$ cat src/rtl/prefetch_if.sv
// Bus and queue-side signal bundle for the instruction prefetch unit.
// master is the prefetch unit itself; slave is the bus/decoder environment.
interface prefetch_if #(
  parameter int DEPTH   = 8,
  parameter int POP_MAX = 4
);
  logic                         readyb;
  logic [15:0]                  data_in;
  logic                         flush;
  logic [15:0]                  flush_ps;
  logic [15:0]                  flush_pc;
  logic [$clog2(POP_MAX+1)-1:0] pop_count;
  logic [19:0]                  address_out;
  logic [3:0]                   bus_status;
  logic [8*POP_MAX-1:0]         peek_data;
  logic [$clog2(DEPTH+1)-1:0]   valid_count;
  logic [15:0]                  pfp;

  modport master (
    input  readyb, data_in, flush, flush_ps, flush_pc, pop_count,
    output address_out, bus_status, peek_data, valid_count, pfp
  );

  modport slave (
    output readyb, data_in, flush, flush_ps, flush_pc, pop_count,
    input  address_out, bus_status, peek_data, valid_count, pfp
  );
endinterface

$ cat src/rtl/prefetch_unit.sv
// Segmented instruction prefetch queue: fetches 16-bit code words into a byte
// circular buffer and exposes up to POP_MAX oldest bytes for the decoder.
module prefetch_unit #(
  parameter int DEPTH   = 8,
  parameter int POP_MAX = 4
) (
  input  logic      clk,
  input  logic      reset,
  prefetch_if.master bus
);
  localparam int AW = $clog2(DEPTH);
  localparam int VW = $clog2(DEPTH+1);

  typedef enum logic {IDLE, REQ} state_t;

  state_t          state;
  logic [3:0]      status;
  logic [15:0]     ps;
  logic [15:0]     pfp;
  logic [AW-1:0]   rd_ptr;
  logic [AW-1:0]   wr_ptr;
  logic [VW-1:0]   count;
  logic [7:0]      mem [DEPTH];

  logic [VW-1:0]   free;
  logic [VW-1:0]   need;
  logic [VW-1:0]   push_n;
  logic [VW-1:0]   pop_n;
  logic            bus_done;
  logic [8*POP_MAX-1:0] peek;

  // Space is judged before this cycle's pop so a request never needs a pop to fit.
  always_comb begin
    free     = VW'(DEPTH) - count;
    need     = pfp[0] ? VW'(1) : VW'(2);
    bus_done = (state == REQ) && !bus.readyb;
    push_n   = '0;
    if (bus_done) push_n = pfp[0] ? VW'(1) : VW'(2);
    pop_n    = (VW'(bus.pop_count) <= count) ? VW'(bus.pop_count) : '0;
  end

  always_comb begin
    peek = '0;
    for (int i = 0; i < POP_MAX; i++)
      if (VW'(i) < count) peek[8*i +: 8] = mem[rd_ptr + AW'(i)];
  end

  always_ff @(posedge clk) begin
    if (reset) begin
      state  <= IDLE;
      status <= 4'b1111;
      ps     <= 16'hFFFF;
      pfp    <= 16'h0000;
      rd_ptr <= '0;
      wr_ptr <= '0;
      count  <= '0;
    end else if (bus.flush) begin
      state  <= IDLE;
      status <= 4'b1111;
      ps     <= bus.flush_ps;
      pfp    <= bus.flush_pc;
      rd_ptr <= '0;
      wr_ptr <= '0;
      count  <= '0;
    end else begin
      rd_ptr <= rd_ptr + AW'(pop_n);
      count  <= count + push_n - pop_n;
      case (state)
        IDLE: begin
          if (free >= need) begin
            state  <= REQ;
            status <= 4'b1001;
          end
        end
        REQ: begin
          if (bus_done) begin
            // An odd pointer takes only the high byte, realigning to word fetches.
            if (pfp[0]) begin
              mem[wr_ptr] <= bus.data_in[15:8];
              wr_ptr      <= wr_ptr + AW'(1);
              pfp         <= pfp + 16'd1;
            end else begin
              mem[wr_ptr]          <= bus.data_in[7:0];
              mem[wr_ptr + AW'(1)] <= bus.data_in[15:8];
              wr_ptr               <= wr_ptr + AW'(2);
              pfp                  <= pfp + 16'd2;
            end
            state  <= IDLE;
            status <= 4'b1111;
          end
        end
        default: begin
          state  <= IDLE;
          status <= 4'b1111;
        end
      endcase
    end
  end

  assign bus.address_out = {ps, 4'h0} + {4'h0, pfp};
  assign bus.bus_status  = status;
  assign bus.peek_data   = peek;
  assign bus.valid_count = count;
  assign bus.pfp         = pfp;
endmodule
$ cat src/flat_wrapper.sv
// flat-port wrapper written by rule: the top's interface ports become plain ports
module prefetch_unit_flat 
#(
  parameter int DEPTH   = 8,
  parameter int POP_MAX = 4
)
  (clk, reset, bus_readyb, bus_data_in, bus_flush, bus_flush_ps, bus_flush_pc, bus_pop_count, bus_address_out, bus_bus_status, bus_peek_data, bus_valid_count, bus_pfp);
  prefetch_if #(.DEPTH(DEPTH), .POP_MAX(POP_MAX)) bus_i ();
  input  logic clk;
  input  logic reset;
  input wire logic [$bits(bus_i.readyb)-1:0] bus_readyb;
  input wire logic [$bits(bus_i.data_in)-1:0] bus_data_in;
  input wire logic [$bits(bus_i.flush)-1:0] bus_flush;
  input wire logic [$bits(bus_i.flush_ps)-1:0] bus_flush_ps;
  input wire logic [$bits(bus_i.flush_pc)-1:0] bus_flush_pc;
  input wire logic [$bits(bus_i.pop_count)-1:0] bus_pop_count;
  output wire logic [$bits(bus_i.address_out)-1:0] bus_address_out;
  output wire logic [$bits(bus_i.bus_status)-1:0] bus_bus_status;
  output wire logic [$bits(bus_i.peek_data)-1:0] bus_peek_data;
  output wire logic [$bits(bus_i.valid_count)-1:0] bus_valid_count;
  output wire logic [$bits(bus_i.pfp)-1:0] bus_pfp;
  assign bus_i.readyb = bus_readyb;
  assign bus_i.data_in = bus_data_in;
  assign bus_i.flush = bus_flush;
  assign bus_i.flush_ps = bus_flush_ps;
  assign bus_i.flush_pc = bus_flush_pc;
  assign bus_i.pop_count = bus_pop_count;
  assign bus_address_out = bus_i.address_out;
  assign bus_bus_status = bus_i.bus_status;
  assign bus_peek_data = bus_i.peek_data;
  assign bus_valid_count = bus_i.valid_count;
  assign bus_pfp = bus_i.pfp;
  prefetch_unit #(.DEPTH(DEPTH), .POP_MAX(POP_MAX)) u_core (.clk(clk), .reset(reset), .bus(bus_i));
endmodule
$ cat config.mk
export PLATFORM = sky130hd
export DESIGN_NAME = prefetch_unit_flat
export DESIGN_NICKNAME = d
export VERILOG_FILES = /design/src/rtl/prefetch_if.sv /design/src/rtl/prefetch_unit.sv /design/src/flat_wrapper.sv
export SDC_FILE = /design/constraint.sdc
export NUM_CORES = 1
export LEC_CHECK = 0
export BUFFER_PORTS_ARGS = -buffer_cell sky130_fd_sc_hd__buf_4
export CAP_MARGIN = 20
export CORE_MARGIN = 1
export CORE_UTILIZATION = 45
export DETAILED_ROUTE_END_ITERATION = 7
export PLACE_DENSITY = 0.66
export SLEW_MARGIN = 5
export SYNTH_ARGS = -nofsm -noshare
export SYNTH_HDL_FRONTEND = slang
export SYNTH_SLANG_ARGS = --single-unit
$ cat constraint.sdc
create_clock -name clk -period 8.58 [get_ports clk]
set_input_delay 1.716 -clock clk [delete_from_list [all_inputs] [get_ports clk]]
set_output_delay 1.716 -clock clk [all_outputs]
set_load 0.005 [all_outputs]
### Yosys cells after proc, flatten, opt, wreduce, memory -nomap -nowiden

Memory sizes are Yosys's and may differ from the RTL's. A register that Yosys moved wholly into a read port is not among the register bits.
Cells that the tools add are included.

| word-level totals | value |
|---|---|
| flip-flop bits (word level) | 47 |
| bits in latches | 0 |
| memory bits (writable) | 64 |
| memory bits (read-only) | 0 |
| bits of input ports | 55 |
| output and inout bits | 76 |
| word-level logic and storage cells | 70 |
| memories | 1 |

| cells by class | value |
|---|---|
| add/sub/neg operators | 12 |
| multipliers | 0 |
| divide/modulo/power cells | 0 |
| magnitude comparators | 6 |
| eq/ne operators | 2 |
| shifts and indexed selects | 0 |
| mux-type cells | 32 |
| bitwise logic cells | 2 |
| reductions and logical operators | 8 |

Memory list:

| memory | depth | bits a word | rd ports | clocked after Yosys merged registers in | wr ports | RTL line | RTL |
|---|---|---|---|---|---|---|---|
| u_core.mem | 8 | 8 | 4 | 1 | 2 | prefetch_unit.sv:23 | `logic [7:0] mem [DEPTH];` |

Operator list:

| cell | count |
|---|---|
| 16-bit 2-to-1 mux | 4 |
| 8-bit 2-to-1 mux | 5 |
| 20-bit by 16-bit adder with 20-bit output | 1 |
| 16-bit by 1-bit adder with 16-bit output (second input constant) | 1 |
| 16-bit by 2-bit adder with 16-bit output (second input constant) | 1 |
| 1-bit 2-to-1 mux | 14 |
| 3-bit by 2-bit adder with 3-bit output (second input constant) | 3 |
| 3-bit 2-to-1 mux | 3 |
| 1-bit by 4-bit less-than comparator with 1-bit output (first input constant) | 2 |
| 2-bit by 4-bit less-than comparator with 1-bit output (first input constant) | 2 |
| 4-bit 2-to-1 mux | 2 |
| 4-bit one-hot mux with 2 select lines | 1 |
| 3-bit by 1-bit adder with 3-bit output (second input constant) | 2 |
| 2-bit AND reduction | 3 |
| 4-bit adder | 1 |
| 4-bit >= comparator | 1 |
| 3-bit by 4-bit <= comparator with 1-bit output | 1 |
| 2-bit 2-to-1 mux | 2 |
| 2-bit nonzero test | 2 |
| 4-bit subtractor | 1 |
| 4-bit subtractor (first input constant) | 1 |
| 3-bit adder | 1 |
| 2-bit by 1-bit inequality test with 1-bit output (second input constant) | 1 |
| 2-bit inequality test (second input constant) | 1 |
| other kinds (6) | 6 |

### Depth between registers and ports, before layout

Gate-level depths: netlist (run 1).

| logic depth | value |
|---|---|
| depth after elaboration | 8 |
| mapped depth | 13 |
| gate-level depth less buffers | 13 |

### Least setup slack after synthesis (run 1)

No wires, ideal clock.

| timing path | value |
|---|---|
| path type | register -> output |
| from | register u_core.rd_ptr[1] |
| to | output bus_peek_data[29] |
| arrival time | 2.666 ns |
| data required time | 6.864 ns |
| path slack | 4.198 ns |
| stages on the path, launching flop included | 9 |
| buffers on the path | 3 |
| cell sequence | dfxtp_1 > clkbuf_1 > buf_1 > inv_1 > ha_1 > xnor2_1 > buf_2 > mux4_2 > a22o_1 |

| on the way | value |
|---|---|
| longest elaborated chain between the ends | 3 |

RTL lines:

| element | RTL line | RTL |
|---|---|---|
| start, declared | prefetch_unit.sv:20 | `logic [AW-1:0] rd_ptr;` |
| start signal, assigned | prefetch_unit.sv:66 | `rd_ptr <= rd_ptr + AW'(pop_n);` |
| 3-bit by 2-bit adder with 3-bit output | prefetch_unit.sv:45 | `if (VW'(i) < count) peek[8*i +: 8] = mem[rd_ptr + AW'(i)];` |
| memory read 8 x 8 bit | -- |  |
| 8-bit 2-to-1 mux | prefetch_unit.sv:45 |  |
| end, declared | flat_wrapper.sv:19 | `output wire logic [$bits(bus_i.peek_data)-1:0] bus_peek_data;` |

Every way passes these cells.

### Worst setup path after layout (run 1)

| timing path | value |
|---|---|
| from | register u_core.rd_ptr[0] |
| to | output bus_peek_data[26] |

The elaborated chain is that of the path after synthesis.

==> impl_metrics.ini, run 1 <==
[yosys]
synth_ff_type = edfxtp_1
ys_warn_count = 0
syn_inst = 703
yosysSeqAreaShare_pct = 35.3
synth.cell_area_um2 = 7940
synth_seq_cells = 108
netlist-cell-type-count = 59
synthArstFlopShare_pct = 0
syn_area_per_cell_um2 = 11.3
synth_edf_count = 64

[sta]
hold_viol = 0
tightest_slew_ns = 0.708
period_minus_slack_ns = 4.97
fin_crit_sh_pct = 58.0
timing.setup.tns_ns = 0
rsz0062_at_grt = false
fmax_mhz = 201
drv_slew = 0
slew_headroom_pct = 52.7
clock_skew_ns = 0.00658
finalSetupViolations = 0

[global_route]
use_met3_pct = 2.85
grtUsageTotal_pct = 22.8
use_met1_pct = 31.7
grt.busiest_layer = met2
grt_max_degree = 40
antenna_found_initial = 0
grt_pass1_vias = 6046
overflow = 0
grt_pass1_wl_mm = 31.9
use_met2_pct = 37.2

[placed_design]
hpwl_mm = 15.3
gp_congestion = 0.864
io_buffers = 128
placed_cell_area_um2 = 9030

[route]
route.detailed.drc = 0
wire_per_inst_um = 19.7
drtIter0Drc = 283
drtAntennaViolNets = 0
wl_mm = 20.4
vias = 6204
firstDrtPassIters = 4
via_per_inst = 5.99

[floorplan]
die_w_um = 135
fp.coreArea_um2 = 17300
row_count = 48
fp.dieArea_um2 = 18200
die-height_um = 135
ios = 131
start_util_pct = 45.9

[finish]
nets = 898
area_growth_pct = 17.9
final_cell_area_um2 = 9370
antenna_cells = 0
drive_gt1_share_pct = 35.5

[worst_setup_path]
slowest_delay_ns = 0.52
cp_top_family = buffers and inverters
r2r_cells = 13
startpoint_type = flop
crit_chain = buf_4 > inv_1 > buf_4 > ha_1 > xnor2_1 > buf_4 > mux4_2 > a22o_1 > buf_4
arrival_ns = 3.26
worstPathRequired_ns = 6.86
cp_num_cells = 9
critPathMostFrequentCell = buf_4
regToRegSetupSlack_ns = 5.34
r2r-end = u_core.bus.valid_count[3]
r2r-start = u_core.bus.valid_count[1]
crit_slowest_cell = buf_4
cp-end-kind = primary output
critPathLaunch = u_core.rd_ptr[0]
critPathBufInv = 5
critical_path_class = flop to primary output
cp_max_fo = 39

[cts]
cts_root_buf = clkbuf_16
htree_levels = 3
cts_max_path_buffers = 2
postCtsHoldBufs = 0
numCtsBuffers = 9
cts_resized = 0
clkTransAtPathRegs_ns = 0.08
clk_latency_ns = 0.35
cts_tree = done
postCtsSetupRepairBufs = 0
clkSinkCount = 108

[worst_hold_path]
whs_endpoint = u_core.ps[4]
hp-start = u_core.ps[4]
hold_path_class = flop to flop
min_path_cells = 2

[power]
vdd_ir_drop_max_v = 0.000113
p_sw_uw = 578
p_seq_share_pct = 33.6
switching_share_pct = 32.3
p_int_uw = 1210
pwr-share-clk_pct = 26.1
p_leak_uw = 0.00369
power_density_nw_per_um2 = 191
p_comb_share_pct = 40.3

[status]
status = finished clean

[job]
maxCapViolations = 0
-- through the flow --
stage	total power, uW	util [%]	hold slack, ns	instances	worst slack [ns]
floorplan	1050	-	0.446	704	4.20
global placement	1320	52.2	0.459	1020	4.02
detailed placement	1330	52.2	0.473	1020	3.95
CTS	1800	54.1	0.494	1036	3.57
global route	1880	54.1	0.516	1036	3.35
finish	1790	54.1	0.491	1036	3.61
-- tightest hold or removal path: stages, from the launching register on --
cell and delay, ns:
dfxtp_1 0.34, mux2i_1 0.07, nand2_1 0.06
-- cell families after synthesis --
family | Yosys count | synth area share (%)
other | 1 | 0.0472
XOR/XNOR | 30 | 3.31
buffers and inverters | 69 | 3.89
AO/OA/AOI/OAI | 99 | 8.49
adder cells (fa/ha/maj) | 37 | 6.21
AND/OR/NAND/NOR | 205 | 12.3
multiplexers | 154 | 30.5
flip-flops | 108 | 35.3
-- cell usage in the layout, fill, tap and decap left out, types with 5 or more instances in the layout --
cell type,instances
mux4_2,64
a21oi_1,33
a22o_1,16
o21ai_0,8
nand4_1,5
a211oi_1,8
nor2_1,42
nand2_1,89
nor2b_1,7
nor3_1,9
mux2i_1,26
ha_1,33
xor2_1,13
a21o_1,8
mux2_2,62
and2_1,8
buf_4,136
nand2b_1,7
nand3_1,11
edfxtp_1,64
dfxtp_1,43
xnor2_1,17
inv_1,24
clkbuf_16,9
-- state kept, by name, summed over array words and instances (netlist names) --
register,cells
u_core.bus.pfp,16
u_core.bus.bus_status,1
u_core.rd_ptr,3
u_core.state,1
u_core.mem,64
u_core.bus.valid_count,4
u_core.ps,16
u_core.wr_ptr,3
-- cells in the mapped netlist, types with 9 or more instances --
cell / count / area share (%)
nand2_1: 89 / 4.2
edfxtp_1: 64 / 24
mux4_2: 64 / 18
mux2_2: 62 / 8.8
dfxtp_1: 44 / 11
nor2_1: 42 / 2.0
a21oi_1: 33 / 2.1
ha_1: 33 / 5.2
mux2i_1: 26 / 3.3
inv_1: 24 / 1.1
clkbuf_1: 18 / 0.85
xnor2_1: 17 / 1.9
a22o_1: 16 / 1.8
buf_2: 13 / 0.82
xor2_1: 13 / 1.4
nand3_1: 11 / 0.69
nor3_1: 9 / 0.57
-- layer usage --
layer	vias to the layer above	share of wire, %	routed length [um]
li1	2856	-	-
met1	3023	43	8850
met2	299	48	9690
met3	26	7.5	1530
met4	0	1.5	303
met5	-	0	0
-- cell type report --
type | count | area (um2)
clock inverters | 7 | 108
well taps | 225 | 282
clock buffers | 9 | 225
multi-input cells | 527 | 4840
repair buffers | 136 | 1020
inverters | 24 | 90.1
fillers | 1496 | 7930
flip-flops and latches | 108 | 2800
-- power groups by stage --
stage	logic (uW)	clock network, uW	registers, uW
detailed placement	721	0	614
CTS	724	470	602
finish	722	467	602
global route	789	490	606
global placement	702	0	613
floorplan	450	0	602
-- worst max-delay path by stage --
stage | endpoint | slack, ns
after floorplan | bus_peek_data[29] | 4.20
after global placement | bus_peek_data[24] | 4.02
after detailed placement | bus_peek_data[29] | 3.95
after CTS | bus_peek_data[29] | 3.57
after global routing | bus_peek_data[26] | 3.35
final | bus_peek_data[26] | 3.61
No activity file was read; power rests on OpenSTA's default activity.
==> run 2: changes to the inputs <==
- PLACE_DENSITY: 0.66 -> 0.69
- clock period: 8.58 -> 4.35 ns (I/O delays scaled with it)
==> run 2 against run 1 <==
Effect of this change: cell area is 0.52% lower; core utilization decreased by 0.28 points; critical path depth unchanged; first-iteration DRC count grew 14%; combinational power grew 95%; non-clock buffer count grew 1; flip-flop and latch count did not move; global-route usage is 0.71 points lower.
==> impl_metrics.ini, run 2 (synthesis gave the netlist of run 1 again) <==
[status]
status = finished clean

[finish]
drive_gt1_share_pct = 35.3
largest_reg_flops = 64
finalCoreUtilization_pct = 53.9
antenna_cells = 0
stdcell_count = 1037
mostFrequentLayoutCells = buf_4, nand2_1, mux4_2, edfxtp_1, mux2_2
final_cell_area_um2 = 9320
top_regs = u_core.mem: 64 flops, u_core.bus.pfp: 16 flops, u_core.ps: 16 flops
fillers = 1538
area_growth_pct = 17.3
layout_commonest_cell = buf_4
multi_input_area_um2 = 4840
seqCellArea_um2 = 2800
largest-register = u_core.mem
nets = 899

[global_route]
overflow = 0
antenna_found_initial = 0
grt_pass1_vias = 5649
grtUsageTotal_pct = 22.1
grt_pass1_wl_mm = 30.9
grt_max_degree = 38

[sta]
hold_viol = 0
finalSetupViolations = 0
fmax_mhz = 261
drv_slew = 0
slew_headroom_pct = 45.4
clock_skew_ns = 0.00771
rsz0062_at_grt = false
fin_crit_sh_pct = 88.2
timing.setup.tns_ns = 0
tightest_slew_ns = 0.817
period_minus_slack_ns = 3.84
fin_ws_ns = 0.513

[power]
p_sw_uw = 1110
p_seq_share_pct = 35.1
p_int_uw = 2270
p_comb_share_pct = 41.8
p_leak_uw = 0.00367
pwr-share-clk_pct = 23.1
power_density_nw_per_um2 = 363
vdd_ir_drop_max_v = 0.000233
switching_share_pct = 33.0

[cts]
htree_levels = 3
cts_max_path_buffers = 2
postCtsSetupRepairBufs = 0
clk_latency_ns = 0.36
cts_root_buf = clkbuf_16
cts_resized = 0
clkTransAtPathRegs_ns = 0.08
numCtsBuffers = 9
cts_tree = done
clkSinkCount = 108
postCtsHoldBufs = 0

[worst_setup_path]
r2r_cells = 13
cp-end-kind = primary output
startpoint_type = flop
critical_path_class = flop to primary output
critPathLaunch = u_core.bus.pfp[4]
arrival_ns = 2.97
r2r-start = u_core.bus.valid_count[1]
r2r-end = u_core.bus.valid_count[3]
worstPathRequired_ns = 3.48
cp_max_fo = 7
regToRegSetupSlack_ns = 1.05
critPathCapture = bus_address_out[16]

[floorplan]
fp.dieArea_um2 = 18200
ios = 131
row_count = 48
die_w_um = 135
fp.coreArea_um2 = 17300
start_util_pct = 45.9
die-height_um = 135

[route]
via_per_inst = 5.78
vias = 5992
firstDrtPassIters = 5
drtAntennaViolNets = 0
route.detailed.drc = 0
drtIter0Drc = 322
wl_mm = 19.4
wire_per_inst_um = 18.7

[placed_design]
pre_cts_ws_ns = 0.675
placed_cell_area_um2 = 9040
hpwl_mm = 14.6
gp_congestion = 0.846
dp.cells = 1021
io_buffers = 128

[worst_hold_path]
hold_path_class = flop to flop

[job]
maxCapViolations = 0
run 2: changes by cell type in the layout (fill, tap and decap cells not counted):
cell | before | now
clkinv_2 | 0 | 1
buf_4 | 136 | 137
bufinv_16 | 2 | 0
inv_6 | 1 | 0
clkinv_1 | 0 | 2
run 2: worst min-delay path by stage:
stage	start	endpoint	slack, ns	depth (start not counted)
after CTS	u_core.ps[6]	u_core.ps[6]	0.49	2
after detailed placement	u_core.ps[6]	u_core.ps[6]	0.47	2
after floorplan	u_core.ps[0]	u_core.ps[0]	0.45	2
final	u_core.ps[6]	u_core.ps[6]	0.48	2
after global routing	u_core.ps[6]	u_core.ps[6]	0.50	2
after global placement	u_core.ps[6]	u_core.ps[6]	0.46	2
run 2: worst max-delay path: stages, from the launching register on:
cell       delay (ns)
dfxtp_1          0.45
ha_1             0.23
inv_1            0.06
fa_1             0.40
nor2b_1          0.20
o2111ai_1        0.18
a211oi_1         0.56
nor4b_1          0.12
a211oi_1         0.24
buf_4            0.16
run 2: metrics by stage:
step | hold WS [ns] | total power, uW
final | 0.481 | 3380
after global routing | 0.498 | 3580
after CTS | 0.486 | 3410
after detailed placement | 0.466 | 2630
after global placement | 0.463 | 2610
after floorplan | 0.446 | 2080
run 2: metal layers:
| metal | part of all wire (%) | track usage [%] | wire length (um) | vias to the layer above |
|---|---|---|---|---|
| met5 | 0 | 0 | 0 | - |
| met4 | 1.4 | 6.99 | 265 | 0 |
| met3 | 8.1 | 4.65 | 1580 | 17 |
| met2 | 46 | 34.3 | 8950 | 266 |
| met1 | 44 | 30.9 | 8610 | 2850 |
| li1 | - | - | - | 2859 |
run 2: cell type report:
cell class                      instances  area share [%]
Sequential cell                       108            30.1
Clock buffer                            9            2.42
Multi-Input combinational cell        527            51.9
Clock inverter                          7           0.551
Timing Repair Buffer                  137            11.0
Inverter                               24           0.967
Tap cell                              225            3.02
run 2: power by group through the flow:
stage,clock (uW),combinational (uW),sequential (uW)
2_1_floorplan,0,888,1190
5_1_grt,829,1560,1190
3_3_place_gp,0,1400,1210
6_report,783,1410,1190
4_1_cts,796,1420,1190
3_5_place_dp,0,1420,1210
